## src/rtl/vga_pkg.sv

```systemverilog
`default_nettype none
// ============================================================================
// Module      : vga_pkg
// Description : Shared 640x480@60 VGA timing constants and the receive-side
//               lock state type. Imported by the display and capture blocks.
// Contents    : H_/V_ timing localparams, lock_state_e, is_pow2() helper.
// Revision    : 1.0 - initial release
// ============================================================================
package vga_pkg;

  // 640x480@60 timing, counted in pixel samples / lines from the sync edge
  localparam int H_TOTAL        = 800;
  localparam int H_ACTIVE_BEGIN = 143;
  localparam int H_ACTIVE_LEN   = 640;
  localparam int V_TOTAL        = 525;
  localparam int V_ACTIVE_BEGIN = 34;
  localparam int V_ACTIVE_LEN   = 480;

  typedef enum logic [1:0] {
    UNLOCKED = 2'd0,
    ARMED    = 2'd1,
    LOCKED   = 2'd2
  } lock_state_e;

  // Lets the decimator pick shift/mask arithmetic over a divider
  function automatic bit is_pow2(input int x);
    return (x > 0) && ((x & (x - 1)) == 0);
  endfunction

endpackage
`default_nettype wire

```

## src/rtl/vga_sync_tracker.sv

```systemverilog
`default_nettype none
// ============================================================================
// Module      : vga_sync_tracker
// Description : Registers the incoming VGA sync/colour stream, recovers the
//               pixel (h) and line (v) position of the sample currently held,
//               and verifies line/frame length with a three-state lock FSM.
// Ports       : clock, reset          - clock, synchronous active-high reset
//               pix_en                - pixel-rate enable
//               hsync, vsync, rgb     - raw VGA inputs (syncs active low)
//               h, v                  - position of the held sample
//               rgb_s                 - colour of the held sample
//               frame_start           - one-cycle frame start event
//               err                   - one-cycle line/frame check failure
//               locked                - timing verified
// Revision    : 1.0 - initial release
// ============================================================================
module vga_sync_tracker #(
  parameter int H_TOTAL = vga_pkg::H_TOTAL,
  parameter int V_TOTAL = vga_pkg::V_TOTAL
) (
  input  logic       clock,
  input  logic       reset,
  input  logic       pix_en,
  input  logic       hsync,
  input  logic       vsync,
  input  logic [2:0] rgb,
  output logic [9:0] h,
  output logic [9:0] v,
  output logic [2:0] rgb_s,
  output logic       frame_start,
  output logic       err,
  output logic       locked
);
  import vga_pkg::*;

  localparam logic [9:0] c_h_last  = 10'(H_TOTAL - 1);
  localparam logic [9:0] c_v_last  = 10'(V_TOTAL - 1);
  localparam logic [9:0] c_cnt_max = 10'd1023;

  // Stage S holds the latest sample; it is also the "previous" value that
  // the incoming sample is compared against, so h/v always describe the
  // pixel currently in S and the colour and position stay aligned.
  logic        hs_q,    hs_d;
  logic        vs_q,    vs_d;
  logic [2:0]  rgb_q,   rgb_d;
  logic        vpend_q, vpend_d;
  logic [9:0]  h_q,     h_d;
  logic [9:0]  v_q,     v_d;
  lock_state_e state_q, state_d;

  logic w_hfall;
  logic w_vfall;
  logic w_fs;
  logic w_line_bad;
  logic w_frame_bad;
  logic w_chk_fail;

  always_comb begin
    hs_d    = hs_q;
    vs_d    = vs_q;
    rgb_d   = rgb_q;
    vpend_d = vpend_q;
    h_d     = h_q;
    v_d     = v_q;
    state_d = state_q;

    w_hfall = hs_q & ~hsync;
    w_vfall = vs_q & ~vsync;
    // vsync may fall anywhere in a line; the frame starts on the next hsync
    // edge, so a vsync edge is held pending until that edge arrives.
    w_fs        = w_hfall & (vpend_q | w_vfall);
    w_line_bad  = w_hfall & (h_q != c_h_last);
    w_frame_bad = w_fs & (v_q != c_v_last);
    w_chk_fail  = (state_q != UNLOCKED) & (w_line_bad | w_frame_bad);

    if (pix_en) begin
      hs_d  = hsync;
      vs_d  = vsync;
      rgb_d = rgb;

      if (w_hfall) begin
        h_d     = '0;
        vpend_d = 1'b0;
        if (w_fs) begin
          v_d = '0;
        end else if (v_q != c_cnt_max) begin
          v_d = v_q + 10'd1;
        end
      end else begin
        vpend_d = vpend_q | w_vfall;
        if (h_q != c_cnt_max) begin
          h_d = h_q + 10'd1;
        end
      end

      if (w_chk_fail) begin
        state_d = UNLOCKED;
      end else if (w_fs) begin
        unique case (state_q)
          UNLOCKED: state_d = ARMED;
          ARMED:    state_d = LOCKED;
          LOCKED:   state_d = LOCKED;
          default:  state_d = UNLOCKED;
        endcase
      end
    end
  end

  always_ff @(posedge clock) begin
    if (reset) begin
      hs_q    <= 1'b1;
      vs_q    <= 1'b1;
      rgb_q   <= '0;
      vpend_q <= 1'b0;
      h_q     <= '0;
      v_q     <= '0;
      state_q <= UNLOCKED;
    end else begin
      hs_q    <= hs_d;
      vs_q    <= vs_d;
      rgb_q   <= rgb_d;
      vpend_q <= vpend_d;
      h_q     <= h_d;
      v_q     <= v_d;
      state_q <= state_d;
    end
  end

  assign h           = h_q;
  assign v           = v_q;
  assign rgb_s       = rgb_q;
  assign frame_start = pix_en & w_fs;
  assign err         = pix_en & w_chk_fail;
  assign locked      = (state_q == LOCKED);

endmodule
`default_nettype wire

```

## src/rtl/vga_capture.sv

```systemverilog
`default_nettype none
// ============================================================================
// Module      : vga_capture
// Description : VGA receiver for display loopback / external capture. Tracks
//               the incoming timing, decimates each BLK x BLK screen block to
//               its centre sample and writes it to a framebuffer port.
// Ports       : clock, reset     - clock, synchronous active-high reset
//               pix_en           - pixel-rate enable
//               hsync, vsync     - active-low syncs
//               rgb              - 3-bit pixel colour
//               wr_en            - one-cycle framebuffer write strobe
//               wr_addr, wr_data - framebuffer address (fb_y*FB_W+fb_x)/colour
//               locked           - timing verified, writes enabled
//               frame_done       - one-cycle pulse per good frame
//               sync_err         - one-cycle pulse per timing violation
// Revision    : 1.0 - initial release
// ============================================================================
module vga_capture #(
  parameter  int PIXEL_SCALING_FACTOR = 8,
  parameter  int H_TOTAL        = vga_pkg::H_TOTAL,
  parameter  int H_ACTIVE_BEGIN = vga_pkg::H_ACTIVE_BEGIN,
  parameter  int H_ACTIVE_LEN   = vga_pkg::H_ACTIVE_LEN,
  parameter  int V_TOTAL        = vga_pkg::V_TOTAL,
  parameter  int V_ACTIVE_BEGIN = vga_pkg::V_ACTIVE_BEGIN,
  parameter  int V_ACTIVE_LEN   = vga_pkg::V_ACTIVE_LEN,
  localparam int BLK   = 2 * PIXEL_SCALING_FACTOR,
  localparam int FB_W  = H_ACTIVE_LEN / BLK,
  localparam int FB_H  = V_ACTIVE_LEN / BLK,
  localparam int FB_AW = $clog2(FB_W * FB_H)
) (
  input  logic             clock,
  input  logic             reset,
  input  logic             pix_en,
  input  logic             hsync,
  input  logic             vsync,
  input  logic [2:0]       rgb,
  output logic             wr_en,
  output logic [FB_AW-1:0] wr_addr,
  output logic [2:0]       wr_data,
  output logic             locked,
  output logic             frame_done,
  output logic             sync_err
);
  import vga_pkg::*;

  localparam logic [9:0] c_h_beg = 10'(H_ACTIVE_BEGIN);
  localparam logic [9:0] c_h_end = 10'(H_ACTIVE_BEGIN + H_ACTIVE_LEN - 1);
  localparam logic [9:0] c_v_beg = 10'(V_ACTIVE_BEGIN);
  localparam logic [9:0] c_v_end = 10'(V_ACTIVE_BEGIN + V_ACTIVE_LEN - 1);

  logic [9:0] w_h;
  logic [9:0] w_v;
  logic [2:0] w_rgb_s;
  logic       w_frame_start;
  logic       w_err;
  logic       w_locked;

  vga_sync_tracker #(
    .H_TOTAL (H_TOTAL),
    .V_TOTAL (V_TOTAL)
  ) u_tracker (
    .clock       (clock),
    .reset       (reset),
    .pix_en      (pix_en),
    .hsync       (hsync),
    .vsync       (vsync),
    .rgb         (rgb),
    .h           (w_h),
    .v           (w_v),
    .rgb_s       (w_rgb_s),
    .frame_start (w_frame_start),
    .err         (w_err),
    .locked      (w_locked)
  );

  // Marks the single cycle after a pix_en in which stage S holds a fresh
  // sample, so a sample point produces exactly one write however widely
  // pix_en pulses are spaced.
  logic fresh_q, fresh_d;

  logic [9:0]  w_xo;
  logic [9:0]  w_yo;
  logic [9:0]  w_fb_x;
  logic [9:0]  w_fb_y;
  logic        w_on_x;
  logic        w_on_y;
  logic        w_active;
  logic        w_hit;
  logic [15:0] w_addr_full;

  assign w_xo     = w_h - c_h_beg;
  assign w_yo     = w_v - c_v_beg;
  assign w_active = (w_h >= c_h_beg) && (w_h <= c_h_end) &&
                    (w_v >= c_v_beg) && (w_v <= c_v_end);

  if (is_pow2(BLK)) begin : g_pow2
    localparam int SH = $clog2(BLK);
    assign w_fb_x = w_xo >> SH;
    assign w_fb_y = w_yo >> SH;
    assign w_on_x = (w_xo & 10'(BLK - 1)) == 10'(BLK / 2);
    assign w_on_y = (w_yo & 10'(BLK - 1)) == 10'(BLK / 2);
  end else begin : g_div
    assign w_fb_x = w_xo / 10'(BLK);
    assign w_fb_y = w_yo / 10'(BLK);
    assign w_on_x = (w_xo % 10'(BLK)) == 10'(BLK / 2);
    assign w_on_y = (w_yo % 10'(BLK)) == 10'(BLK / 2);
  end

  // Sample points only exist inside the active area, so the product always
  // fits FB_AW bits; the 16-bit intermediate avoids overflow in the multiply.
  assign w_addr_full = 16'(w_fb_y) * 16'(FB_W) + 16'(w_fb_x);
  assign w_hit       = fresh_q & w_locked & w_active & w_on_x & w_on_y;

  logic             wr_en_q,      wr_en_d;
  logic [FB_AW-1:0] wr_addr_q,    wr_addr_d;
  logic [2:0]       wr_data_q,    wr_data_d;
  logic             frame_done_q, frame_done_d;
  logic             sync_err_q,   sync_err_d;

  always_comb begin
    fresh_d      = pix_en;
    wr_en_d      = w_hit;
    wr_addr_d    = wr_addr_q;
    wr_data_d    = wr_data_q;
    // w_locked is still the pre-event state here: a good frame start seen
    // while already locked closes a good frame.
    frame_done_d = w_frame_start & ~w_err & w_locked;
    sync_err_d   = w_err;
    if (w_hit) begin
      wr_addr_d = FB_AW'(w_addr_full);
      wr_data_d = w_rgb_s;
    end
  end

  always_ff @(posedge clock) begin
    if (reset) begin
      fresh_q      <= 1'b0;
      wr_en_q      <= 1'b0;
      wr_addr_q    <= '0;
      wr_data_q    <= '0;
      frame_done_q <= 1'b0;
      sync_err_q   <= 1'b0;
    end else begin
      fresh_q      <= fresh_d;
      wr_en_q      <= wr_en_d;
      wr_addr_q    <= wr_addr_d;
      wr_data_q    <= wr_data_d;
      frame_done_q <= frame_done_d;
      sync_err_q   <= sync_err_d;
    end
  end

  assign wr_en      = wr_en_q;
  assign wr_addr    = wr_addr_q;
  assign wr_data    = wr_data_q;
  assign locked     = w_locked;
  assign frame_done = frame_done_q;
  assign sync_err   = sync_err_q;

endmodule
`default_nettype wire

```

## config.mk

```make
export PLATFORM = sky130hd
export DESIGN_NAME = vga_capture
export DESIGN_NICKNAME = d
export VERILOG_FILES = /design/src/rtl/vga_pkg.sv /design/src/rtl/vga_sync_tracker.sv /design/src/rtl/vga_capture.sv
export SDC_FILE = /design/constraint.sdc
export NUM_CORES = 1
export LEC_CHECK = 0
export ABC_AREA = 1
export CAP_MARGIN = 40
export CORE_MARGIN = 1
export CORE_UTILIZATION = 53
export DETAILED_ROUTE_END_ITERATION = 10
export PLACE_DENSITY = 0.76
export SLEW_MARGIN = 5
export SYNTH_ARGS = -nofsm -noshare
export SYNTH_HDL_FRONTEND = slang
export SYNTH_SLANG_ARGS = --single-unit
```

## constraint.sdc

```tcl
create_clock -name clock -period 2.9 [get_ports clock]
set_input_delay 0.87 -clock clock [delete_from_list [all_inputs] [get_ports clock]]
set_output_delay 0.87 -clock clock [all_outputs]
set_load 0.005 [all_outputs]
```

After elaboration in Yosys (flattened, before gate mapping)
Cells that the tools add are included.
Widths: inputs -> output; s select.
{"block": "totals", "regBits": 46, "inputBits": 8, "output_inout_bits": 18, "word_cells": 70}
{"block": "op_classes", "add_sub_neg": 5, "multipliers": 1, "order_cmp": 4, "eq_ne": 8, "n_mux": 8, "bitwise": 19, "n_reduce_logical": 12}
{"operator": "$mux 10", "n": 4}
{"operator": "$ne 10x10->1 const B", "n": 4}
{"operator": "$add 10x1->10 const B", "n": 2}
{"operator": "$le 10x10->1 const B", "n": 2}
{"operator": "$and 1x1->1", "n": 14}
{"operator": "$add 11x6->11", "n": 1}
{"operator": "$ge 10x6->1 const B", "n": 1}
{"operator": "$ge 10x8->1 const B", "n": 1}
{"operator": "$sub 10x6->10 const B", "n": 1}
{"operator": "$sub 10x8->10 const B", "n": 1}
{"operator": "$eq 4x4->1 const B", "n": 2}
{"operator": "$mul 6x3->8 const B", "n": 1}
{"operator": "$reduce_bool 2->1", "n": 4}
{"operator": "$mux 2", "n": 2}
{"operator": "$pmux 2 s2", "n": 1}
{"operator": "$reduce_and 2->1", "n": 2}
{"operator": "$logic_and 1x1->1", "n": 3}
{"operator": "$not 1->1", "n": 3}
{"operator": "$reduce_and 3->1", "n": 1}
{"operator": "$eq 2x1->1 const B", "n": 1}
{"operator": "$eq 2x2->1 const B", "n": 1}
{"operator": "$logic_not 2->1", "n": 1}
{"operator": "$or 1x1->1", "n": 2}
{"operator": "$reduce_or 2->1", "n": 1}
{"operator": "$mux 1", "n": 1}

Longest topological paths before layout
Gate-level depths: netlist of run 1.
{"block": "depth", "depth_word": 11, "mapped_depth": 19, "mapped_depth_nobuf": 19}

Cells and area by module
A second synthesis of run 1 with hierarchy kept.
{"block": "hier_totals", "hier_cells": 486, "hier_area_um2": 3118.0}
{"mod": "vga_sync_tracker", "instances": 1, "cells_per_inst": 238, "area_per_inst_um2": 1571.5, "seq_area_each_um2": 560.5}
{"mod": "vga_capture", "instances": 1, "cells_per_inst": 248, "area_per_inst_um2": 1546.5, "seq_area_each_um2": 360.3}

Worst setup path before layout of run 1
OpenSTA, ideal clock, no wires.
{"block": "synth_timing", "path_type": "register to register", "start": "reg u_tracker.v_q[1], in the netlist u_tracker.v[1]", "end": "reg wr_addr_q[10], in the netlist wr_addr[10]", "setup_time_ns": 0.113, "arrival_time_ns": 2.699, "required_time_ns": 2.787, "path_slack_ns": 0.088, "stages_incl_launch_ff": 18, "path_buffers": 0, "synth_period_minus_slack_ns": 2.812, "cell_sequence": "dfxtp_1 > inv_1 > ha_1 > nand2_1 > a21oi_1 > xnor2_1 > xor2_1 > ha_1 > fa_1 > nand2_1 > nor2_1 > nand2_1 > a21oi_1 > nand2_1 > nand3_1 > nand2_1 > nor2_1 > nor2_1"}
{"block": "synth_via", "elab_chain_cells": 6, "word_cells_on_any_way": 11, "cone_classes": "add/sub (2); mul (1); order compare (2); eq/ne (1); bitwise (3); reduce/logical (2)"}
{"element": "start, declared", "line_no": "vga_sync_tracker.sv:48", "source": "logic [9:0] v_q, v_d;"}
{"element": "start signal, assigned", "line_no": "vga_sync_tracker.sv:124", "source": "v_q <= v_d;"}
{"element": "branches (longest 6 deep; another with $add 11x6->11)"}
{"element": "end signal, assigned", "line_no": "vga_capture.sv:146", "source": "wr_addr_q <= wr_addr_d;"}
{"element": "end, declared", "line_no": "vga_capture.sv:115", "source": "logic [FB_AW-1:0] wr_addr_q, wr_addr_d;"}
Parallel ways; which one is timed is not known.
A chain may end at the register's enable or synchronous reset.

Worst setup path in the final report of run 1
Same ends and word-level chain as after synthesis.

==> flow_summary.ini, run 1 <==
[power]
post_route_total_power_w = 0.001259
ir_drop_mv = 0.2570
power_density_mw_per_mm2 = 327.8
power.leakage_nw = 1.755

[routing]
postRouteWirelength_mm = 7.386
post-route-drc-count = 0
detailed_route_wire_length_per_cell_microns = 12.07
ant_nets = 0
drtPass1Iterations = 4
via_cell_ratio = 5.052
dr.first_iter.drc_count = 178
vias = 3092

[min_path]
number_of_cells_traversed_by_the_worst_hold_path = 2
hold_path_class = flip-flop to flip-flop

[final_layout]
finish.net_count = 567
postLayoutCellArea_sq_mm = 0.003841
most-common-layout-cells = nand2_1 (123), nor2_1 (69), inv_1 (65)
fillers = 540
post_route_cells_drive_above_1_share = 0.1639
layout.cells.most_common = nand2_1
area.sequential_sq_um = 929.6
area_growth_pct = 16.38
area_of_the_multi_input_gates_sq_mm = 0.002044
diodes_inserted = 0

[global_routing]
grt_antenna_before_repair = 0
gr-usage-all-layers = 0.2378
grt_start_max_net_pins = 23
first_global_vias = 2885
grt.overflow.total = 0
wire_length_of_the_first_global_routing_pass_mm = 12.26

[timing]
hold-worst-slack_ns = 0.4533
slew_headroom = 0.7280
max_clock_freq_ghz = 0.3644
fin_skew_ns = 0.006664
slack_of_the_critical_path_ns = 0.1557
tightestPinTransition_ns = 0.4070
maxSlewViolCount = 0
period_share = 0.9463
period_needed_ns = 2.744
timing.final.setup_violations = 0
final_hold_viol_count = 0

[die]
fp.dieArea_sq_mm = 0.006547
initial_core_util = 0.5542
die_width_microns = 80.92
core-area_sq_mm = 0.005956
num_rows = 28
die_height_microns = 80.92
top_level_ports = 26

[critical_path]
critical_path.max_fanout = 4
path_common_cell = nand2_1
timing.critical_path.from_type = flip-flop
cp_num_cells = 17
critPathSlowestCell = fa_1
setup.worst_path.class = flip-flop to flip-flop
setup.worst_path.end_class = flip-flop
cp.buffers_inverters = 1
worst-endpoint-arrival_ns = 2.95
cp.required_ns = 3.10
worst_path_dominant_cell_family = adder cells
crit_chain = inv_1 > ha_4 > nand2_1 > a21oi_2 > xnor2_2 > xor2_1 > ha_2 > fa_1 > nand2_1 > nor2_1 > nand2_1 > a21oi_2 > nand2_1 > nand3_1 > nand2_1 > nor2_1 > nor2_1
cp_slowest_stage_delay_ns = 0.51
number_of_cells_traversed_by_the_worst_register_to_register_path = 17

[synthesis]
syn-instance-count = 500
synth-edff-count = 0
fraction_of_synthesis_flops_using_an_asynchronous_set_or_reset_pin = 0
synth_ff_type = dfxtp_1
synthesis.nets = 531
synth_cell_area_sq_mm = 0.003301
ys_types = 39
synth_warnings = 0
ys_ff_latch = 46
mapped_avg_cell_area_sq_um = 6.601
synth_sequential_area_ratio = 0.2790

[cts]
cts.htree.levels = 2
cts.clk_slew.worst_paths_ns = 0.09
cts_buffer_depth = 2
clkSinkCount = 46
clk-insertion-delay-late_ns = 0.30
clockRootBuffer = clkbuf_8
cts_tree = done
cts_buffers = 5
hold_buffers = 0

[status]
run_status = complete, no violations

[place]
post_dp_cell_area_sq_mm = 0.003667
portBuffers = 25
place.gp.congestion = 0.9234
pre_cts_slack_ns = 0.06317
detailedPlacementHpwl_mm = 5.555

[run]
max-cap-violations = 0
[tightest hold or removal path: stages, from the launching register on]
cell     delay, ns
dfxtp_1       0.31
inv_1         0.06
a21oi_1       0.05
[sequential cells by signal, indices dropped and copies added (netlist names)]
| signal | cells |
|---|---|
| u_tracker.h | 10 |
| u_tracker.vs_q | 1 |
| wr_data | 3 |
| wr_en | 1 |
| u_tracker.rgb_s | 3 |
| fresh_q | 1 |
| sync_err | 1 |
| u_tracker.vpend_q | 1 |
| u_tracker.hs_q | 1 |
| u_tracker.state_q | 2 |
| frame_done | 1 |
| u_tracker.v | 10 |
| wr_addr | 11 |
[metrics by stage]
step / setup TNS, ns / cells / utilization
after floorplan: 0 / 500 / -
after global placement: 0 / 603 / 0.6158
after detailed placement: 0 / 603 / 0.6158
after CTS: 0 / 611 / 0.6342
after global routing: -0.09207 / 612 / 0.6450
final: 0 / 612 / 0.6450
[what timing repair did]
item | 4_1_cts | 5_1_grt
setup endpoints to repair | 0 | 3
setup buffers | 0 | 1
gates resized for setup | 0 | 16
[power by group]
group / leakage (nW) / internal, W / switching, W
logic: 1.33 / 0.0000487 / 0.0000759
clock network: 0.0514 / 0.000257 / 0.000227
registers: 0.376 / 0.000642 / 0.00000906
total: 1.75 / 0.000948 / 0.000312
[logic make-up after synthesis]
group / Yosys count / synth area share
AO/OA/AOI/OAI: 51 / 0.09174
XOR/XNOR: 16 / 0.04246
adder cells (fa/ha/maj): 23 / 0.09174
buffers and inverters: 89 / 0.1160
flip-flops: 46 / 0.2790
AND/OR/NAND/NOR: 275 / 0.3791
[synthesized netlist by cell type, types with 4 or more instances]
cell type	number	area (sq um)
nand2_1	123	461.7
nor2_1	71	266.5
inv_1	66	247.7
dfxtp_1	46	920.9
nand3_1	37	185.2
ha_1	21	262.8
a21oi_1	17	85.08
nand2_2	13	81.33
xor2_1	12	105.1
o21ai_0	10	50.05
a21oi_2	9	78.83
inv_2	9	33.78
nand4_1	9	56.30
o21ai_1	9	45.04
nor2_2	6	37.54
buf_6	4	45.04
clkbuf_1	4	15.01
xnor2_1	4	35.03
[cell type report]
type / instances / share of cell area
clock buffers: 6 / 0.01889
clock inverters: 2 / 0.009772
inverters: 76 / 0.07427
multi-input cells: 365 / 0.5322
flip-flops and latches: 46 / 0.2420
well taps: 75 / 0.02443
repair buffers: 42 / 0.09837
[metal layers]
metal,global-route usage,vias to the layer above,part of all wire
li1,-,1630,-
met1,0.2967,1398,0.46
met2,0.4168,58,0.50
met3,0.03933,6,0.035
met4,0.06964,0,0.0077
met5,0,-,0
[final timing paths]
kind / from / to / slack (ns)
min reg2reg: u_tracker.rgb_s[0] / u_tracker.rgb_s[0] / 0.45
min: u_tracker.rgb_s[0] / u_tracker.rgb_s[0] / 0.45
max reg2reg: u_tracker.v[1] / wr_addr[10] / 0.16
max: u_tracker.v[1] / wr_addr[10] / 0.16
(Power assumes the default switching activity.)
==> run 2: changes to the inputs <==
ABC_CLOCK_PERIOD_IN_PS = 2900   (was default)
==> results of run 2 <==
The final DEF is identical to that of run 1; final timing and power are the same.
